==> src/rtl/sat_counter.sv <==
// Saturating up-counter with synchronous reset and soft clear; holds at all-ones.
module sat_counter #(
  parameter int unsigned CNT_W = 16
) (
  input  logic             clk,
  input  logic             rst,
  input  logic             clr,
  input  logic             inc,
  output logic [CNT_W-1:0] cnt
);

  localparam logic [CNT_W-1:0] CntMax = {CNT_W{1'b1}};

  logic [CNT_W-1:0] cnt_q;

  // Count up on inc, stop at the maximum value.
  always_ff @(posedge clk) begin
    if (rst || clr) begin
      cnt_q <= '0;
    end else if (inc && (cnt_q != CntMax)) begin
      cnt_q <= cnt_q + {{(CNT_W-1){1'b0}}, 1'b1};
    end
  end

  assign cnt = cnt_q;

endmodule

==> config.mk <==
export PLATFORM = sky130hd
export DESIGN_NAME = sat_counter
export DESIGN_NICKNAME = d
export VERILOG_FILES = /design/src/rtl/sat_counter.sv
export SDC_FILE = /design/constraint.sdc
export NUM_CORES = 1
export LEC_CHECK = 0
export ABC_AREA = 1
export BUFFER_PORTS_ARGS = -buffer_cell sky130_fd_sc_hd__clkbuf_2
export CAP_MARGIN = 0
export CORE_UTILIZATION = 52
export CTS_CLUSTER_SIZE = 28
export DETAILED_ROUTE_END_ITERATION = 6
export HOLD_SLACK_MARGIN = 0.05
export PLACE_DENSITY = 0.77
export SYNTH_ARGS = -nofsm -noshare
export SYNTH_HDL_FRONTEND = slang
export SYNTH_SLANG_ARGS = --single-unit
==> constraint.sdc <==
create_clock -name clk -period 1.6 [get_ports clk]
set_input_delay 0.16 -clock clk [delete_from_list [all_inputs] [get_ports clk]]
set_output_delay 0.16 -clock clk [all_outputs]
set_load 0.02 [all_outputs]
==> run summary, run 1 <==
worst hold path type: input port to register
final wirelength: 2030 um
via count: 987
crit path from: cnt[0]
R2R cell count: 8
RSZ-0062 raised after global routing: false
Least-Margin Pin Slew: 308 ps
WL per Instance: 10.4 um
max frequency: 681 MHz
worst r2r dst: cnt[2]
status: complete, no violations
min Tclk post-route: 1470 ps
share of the synthesized area in the top cell type: 0.337
TNS Setup: 0 ps
Cells after Synth: 149
row count: 15
Worst Setup Start Kind: register
max_cap viols: 0
crit share post-route: 0.918
post-DR vias/cell: 5.04
total congestion overflow: 0
H-tree level count: 1
TritonCTS clock tree: done
worst-path fanout max: 5
I/O Buffers: 19
CTS Hold Bufs: 0
Post-DRT Antenna Nets: 0
placed insts: 192
area grow syn2layout: 17.1%
GRT Total Usage: 0.230
worst-skew pair later-pin latency: 290 ps
starting density of the core: 0.551
largest net degree at the start of global routing: 17
Synth cell types: 21
Die Area: 0.00200 mm^2
number of I/O pins: 20
Final Hold Viols: 0
CP Capture Type: register
TritonCTS Buffers: 3
setup slack, reg-to-reg: 130 ps
max reg flops: 16
# diodes: 0
Reg-to-Reg Start: cnt[0]
Worst VDD drop: 0.000600 V
fraction of layout cells with a size suffix above 1: 0.234
global-route wire length before repair: 3350 um
chip width: 44.8 um
Seq/Total Area, Yosys: 0.337
DRT Pass-1 Iters: 4
clock sinks: 16
Setup violations, final: 0
final std cells w/o fill: 196
relative slew slack: 0.794
number of post-CTS setup repair buffers: 0
Yosys warning count: 0
Mapped Nets: 154
core region area: 0.00173 mm^2
syn avg cell area: 6.38 um^2
DP Wirelength: 1540 um
skew final: 4.81 ps
drc violations: 0
power per cell area: 636 mW/mm^2
Worst EP arrival: 1660 ps
initial antenna violation count: 0
root buf cell: clkbuf_4
worst setup path endpoint: cnt[2]
clock slew at reported path FFs: 90 ps
LEAKAGE: 0.456 nW
vias in the first global route: 795
Max Buffers Root-to-Sink: 2
FF+latch count, synth: 16
post_cts resized: 0
Die Ht: 44.8 um
Area contributors post-synth: dfxtp_1 (34%), nand2_1 (15%), nor2_1 (13%), nand3_1 (7.4%), a21oi_1 (4.7%)
critical path class: register to register
synthesized area: 951 um^2
global placer's final weighted congestion: 0.917
Critical Path RT: 1790 ps
1st-iter DRT viols: 39
Slew Limit Fails: 0
post-synth top area cell: dfxtp_1
NumNets Final: 177
[critical path, cell delays in order (launching register included)]
cell and delay [ps]:
dfxtp_2 370, ha_1 200, nand2_1 90, nor2_2 170, nand2_2 110, nor2_4 160, nor2_2 80, a21oi_1 140
nor2_1 50
[per-layer routing]
metal / up-vias / GRT usage / part of all wire
li1: 518 / - / -
met1: 438 / 0.308 / 0.46
met2: 27 / 0.359 / 0.47
met3: 4 / 0.0480 / 0.048
met4: 0 / 0.0970 / 0.015
met5: - / 0 / 0
[final cells by class]
cell class	count	area (um^2)
clock buffer	4	36.3
inverter	14	52.6
tap	25	31.3
sequential	16	323
fill	171	613
timing repair buffer	20	103
multi-input combinational	117	568
[where the power goes]
part | switching, mW | internal (mW) | leakage, nW
logic | 0.0238 | 0.0139 | 0.305
registers | 0.00283 | 0.401 | 0.130
clock network | 0.128 | 0.139 | 0.0210
[through the flow]
step                      hold slack, ps   util  worst slack (ps)  area, um^2  power [mW]
final                                258  0.645               131        1110       0.708
after global routing                 289  0.645              14.7        1110       0.738
after CTS                            250  0.638              51.6        1100       0.720
after detailed placement             518  0.617              65.3        1070       0.450
after global placement               518  0.617               157        1070       0.449
after floorplan                      350      -              93.3         951       0.437
[placed cells by master, fill, tap and decap left out, drive strengths merged]
cell	count
clkbuf	23
nor3	1
inv	13
nor2	41
a21boi	1
nand2	42
buf	1
ha	1
dfxtp	16
clkinv	1
nand4	4
o21ai	4
nand3	14
a21oi	9
[cell usage after synthesis]
cell type,instances
inv_1,12
ha_1,1
nor2_1,34
nor3_1,1
nor2_4,4
nand2_1,38
o21ai_0,3
nand2_2,3
nand2_4,1
nand3_1,14
nand4_2,1
a21oi_1,9
clkinv_1,1
o21ai_2,1
nor2_2,3
nand4_1,3
dfxtp_1,16
buf_6,1
inv_2,1
buf_4,1
a21boi_1,1
[worst min-delay path by stage]
stage | start | end | cells after the start
floorplan | inc | cnt[11] | 3
global placement | cnt[11] | cnt[11] | 2
detailed placement | cnt[11] | cnt[11] | 2
CTS | inc | cnt[11] | 4
global route | inc | cnt[11] | 4
finish | inc | cnt[11] | 4
[logic make-up after synthesis]
kind of cell	after synthesis	share of synthesized area
AND/OR/NAND/NOR	102	0.495
adder cells (fa/ha/maj)	1	0.0132
AO/OA/AOI/OAI	14	0.0803
flip-flops	16	0.337
buffers and inverters	16	0.0750
Power figures use the tool's default switching activity.
==> inputs of run 2 (changes only) <==
==> config.mk (replaced) <==
export PLATFORM = sky130hd
export DESIGN_NAME = sat_counter
export DESIGN_NICKNAME = d
export VERILOG_FILES = /design/src/rtl/sat_counter.sv
export SDC_FILE = /design/constraint.sdc
export NUM_CORES = 1
export LEC_CHECK = 0
export ABC_AREA = 1
export BUFFER_PORTS_ARGS = -buffer_cell sky130_fd_sc_hd__buf_4
export CAP_MARGIN = 0
export CORE_UTILIZATION = 40
export CTS_CLUSTER_SIZE = 28
export DETAILED_ROUTE_END_ITERATION = 6
export HOLD_SLACK_MARGIN = 0.05
export SYNTH_ARGS = -nofsm -noshare
export SYNTH_HDL_FRONTEND = slang
export SYNTH_SLANG_ARGS = --single-unit
==> run 2 against run 1 <==
  * Clock skew rose by 4.4 ps
  * Wire length rose by 8.8%
  * Sequential power is essentially flat
  * Design area is 4.4% higher
  * Via count is 2.4% lower
  * Largest power group unchanged
==> run summary, run 2 (synthesis results as in run 1) <==
area grow syn2layout: 22.2% (was 17.1%)
min Tclk post-route: 1480 ps (was 1470 ps)
global placer's final weighted congestion: 0.776 (was 0.917)
Crit path largest cell delay: 400 ps (was 370 ps)
setup slack after layout: 123 ps (was 131 ps)
max_cap viols: 0 (unchanged)
worst-path fanout max: 5 (unchanged)
Final Cell Area: 0.00116 mm^2 (was 0.00111 mm^2)
R2R cell count: 8 (unchanged)
TNS Setup: 0 ps (unchanged)
final std cells w/o fill: 199 (was 196)
Core Util, Final: 0.520 (was 0.645)
DP Wirelength: 1630 um (was 1540 um)
grt peak-use layer: met2 (unchanged)
I/O Buffers: 19 (unchanged)
pre-CTS WS: 78.8 ps (was 65.3 ps)
Die Ht: 50.8 um (was 44.8 um)
Die Area: 0.00258 mm^2 (was 0.00200 mm^2)
fillers: 235 (was 171)
met2 GRT Util: 0.309 (was 0.359)
DP Area: 0.00112 mm^2 (was 0.00107 mm^2)
Slew Limit Fails: 0 (unchanged)
slowest CP cell: dfxtp_1 (was dfxtp_2)
CP bufs+invs: 0 (unchanged)
vias in the first global route: 833 (was 795)
Clock power frac: 0.334 (was 0.377)
initial antenna violation count: 0 (unchanged)
max reg flops: 16 (unchanged)
relative slew slack: 0.773 (was 0.794)
CP delay by family, top: simple AND/OR/NAND/NOR gates (unchanged)
clock slew at reported path FFs: 90 ps (about the same)
Worst EP arrival: 1670 ps (was 1660 ps)
most frequent cells in the layout: nand2_1 (38), nor2_1 (34), buf_4 (21) (was nand2_1 (38), nor2_1 (34), clkbuf_2 (19))
final wirelength: 2210 um (was 2030 um)
worst hold path depth: 4 (unchanged)
GRT Total Usage: 0.196 (was 0.230)
# diodes: 0 (unchanged)
WL per Instance: 11.1 um (was 10.4 um)
max frequency: 677 MHz (was 681 MHz)
skew final: 9.19 ps (was 4.81 ps)
worst hold path type: input port to register (unchanged)
critical path class: register to register (unchanged)
clock sinks: 16 (unchanged)
crit share post-route: 0.923 (was 0.918)
switching power total: 163 uW (was 155 uW)
Worst Setup Start Kind: register (unchanged)
total congestion overflow: 0 (unchanged)
Tot Pwr: 668 uW (was 708 uW)
fraction of layout cells with a size suffix above 1: 0.228 (was 0.234)
placed insts: 196 (was 192)
Worst VDD drop: 0.000415 V (was 0.000600 V)
met1 usage: 0.259 (was 0.308)
starting density of the core: 0.426 (was 0.551)
chip width: 50.8 um (was 44.8 um)
1st-iter DRT viols: 12 (was 39)
Least-Margin Pin Slew: 339 ps (was 308 ps)
post-DR vias/cell: 4.84 (was 5.04)
CP Depth: 8 (unchanged)
CP Capture Type: register (unchanged)
Seq pwr share: 0.604 (was 0.570)
worst-skew pair later-pin latency: 290 ps (about the same)
LEAKAGE: 0.469 nW (was 0.456 nW)
sw frac: 0.244 (was 0.219)
Post-DRT Antenna Nets: 0 (unchanged)
area occupied by multi-input gates: 573 um^2 (was 568 um^2)
via count: 963 (was 987)
Final Hold Viols: 0 (unchanged)
TritonCTS clock tree: done (unchanged)
grt met3 use: 0.0273 (was 0.0480)
root buf cell: clkbuf_4 (unchanged)
CP most frequent cell: nor2_4 (was nor2_2)
RSZ-0062 raised after global routing: false (unchanged)
Sequential Area: 322 um^2 (was 323 um^2)
worst-path cell chain: ha_1 -> nand2_1 -> nor2_4 -> nand2_2 -> nor2_4 -> nor2_2 -> a21oi_1 -> nor2_1 (was ha_1 -> nand2_1 -> nor2_2 -> nand2_2 -> nor2_4 -> nor2_2 -> a21oi_1 -> nor2_1)
NumNets Final: 178 (was 177)
Max Buffers Root-to-Sink: 2 (unchanged)
hold slack final: 227 ps (was 258 ps)
H-tree level count: 1 (unchanged)
status: complete, no violations (unchanged)
commonest non-fill, non-tap cell in the layout: nand2_1 (unchanged)
Logic pwr share: 0.063 (was 0.053)
Setup violations, final: 0 (unchanged)
DRT Pass-1 Iters: 4 (unchanged)
Critical Path RT: 1790 ps (about the same)
global-route wire length before repair: 3730 um (was 3350 um)
drc violations: 0 (unchanged)
row count: 17 (was 15)
power per cell area: 575 mW/mm^2 (was 636 mW/mm^2)
core region area: 0.00223 mm^2 (was 0.00173 mm^2)
largest net degree at the start of global routing: 17 (unchanged)
TritonCTS Buffers: 3 (unchanged)
Pint: 505 uW (was 553 uW)
number of I/O pins: 20 (unchanged)
==> run 2: cell types whose count changed in the layout (fill, tap and decap cells not counted), sizes merged <==
cell | previous run | this run
buf | 1 | 21
clkbuf | 23 | 3
==> run 2: area by class of cell <==
class                           count  area share
Timing Repair Buffer               21       0.136
Inverter                           14      0.0452
Sequential cell                    16       0.277
Clock buffer                        3      0.0194
Tap cell                           28      0.0301
Multi-Input combinational cell    117       0.493
==> run 2: power groups by stage <==
| stage | combinational [mW] | clock, mW | sequential [mW] |
|---|---|---|---|
| 2_1_floorplan | 0.0225 | 0 | 0.415 |
| 3_3_place_gp | 0.0413 | 0 | 0.412 |
| 3_5_place_dp | 0.0420 | 0 | 0.412 |
| 4_1_cts | 0.0424 | 0.223 | 0.403 |
| 5_1_grt | 0.0473 | 0.241 | 0.404 |
| 6_report | 0.0420 | 0.223 | 0.403 |
==> run 2: path summary, 6_finish.rpt <==
path,from,endpoint,slack [ps]
setup / recovery,cnt[1],cnt[2],120
hold / removal,inc,cnt[11],230
setup reg to reg,cnt[1],cnt[2],120
hold reg to reg,cnt[0],cnt[0],530
==> run 2: worst min-delay path, cell delays in order <==
cell and delay [ps]:
buf_4 120, o21ai_2 80, nand2_1 60, a21boi_1 50
==> run 2: timing repair <==
item                                   4_1_cts  5_1_grt
resized for setup                            0        3
setup endpoints to repair                    0        7
endpoints found under the hold margin        0        0
hold buffers                                 0        0
setup buffers                                0        0
==> run 2: per-layer routing <==
| layer | vias up | wire (um) |
|---|---|---|
| met5 | - | 0 |
| met4 | 0 | 25 |
| met3 | 4 | 62 |
| met2 | 18 | 1020 |
| met1 | 422 | 1110 |
| li1 | 519 | - |
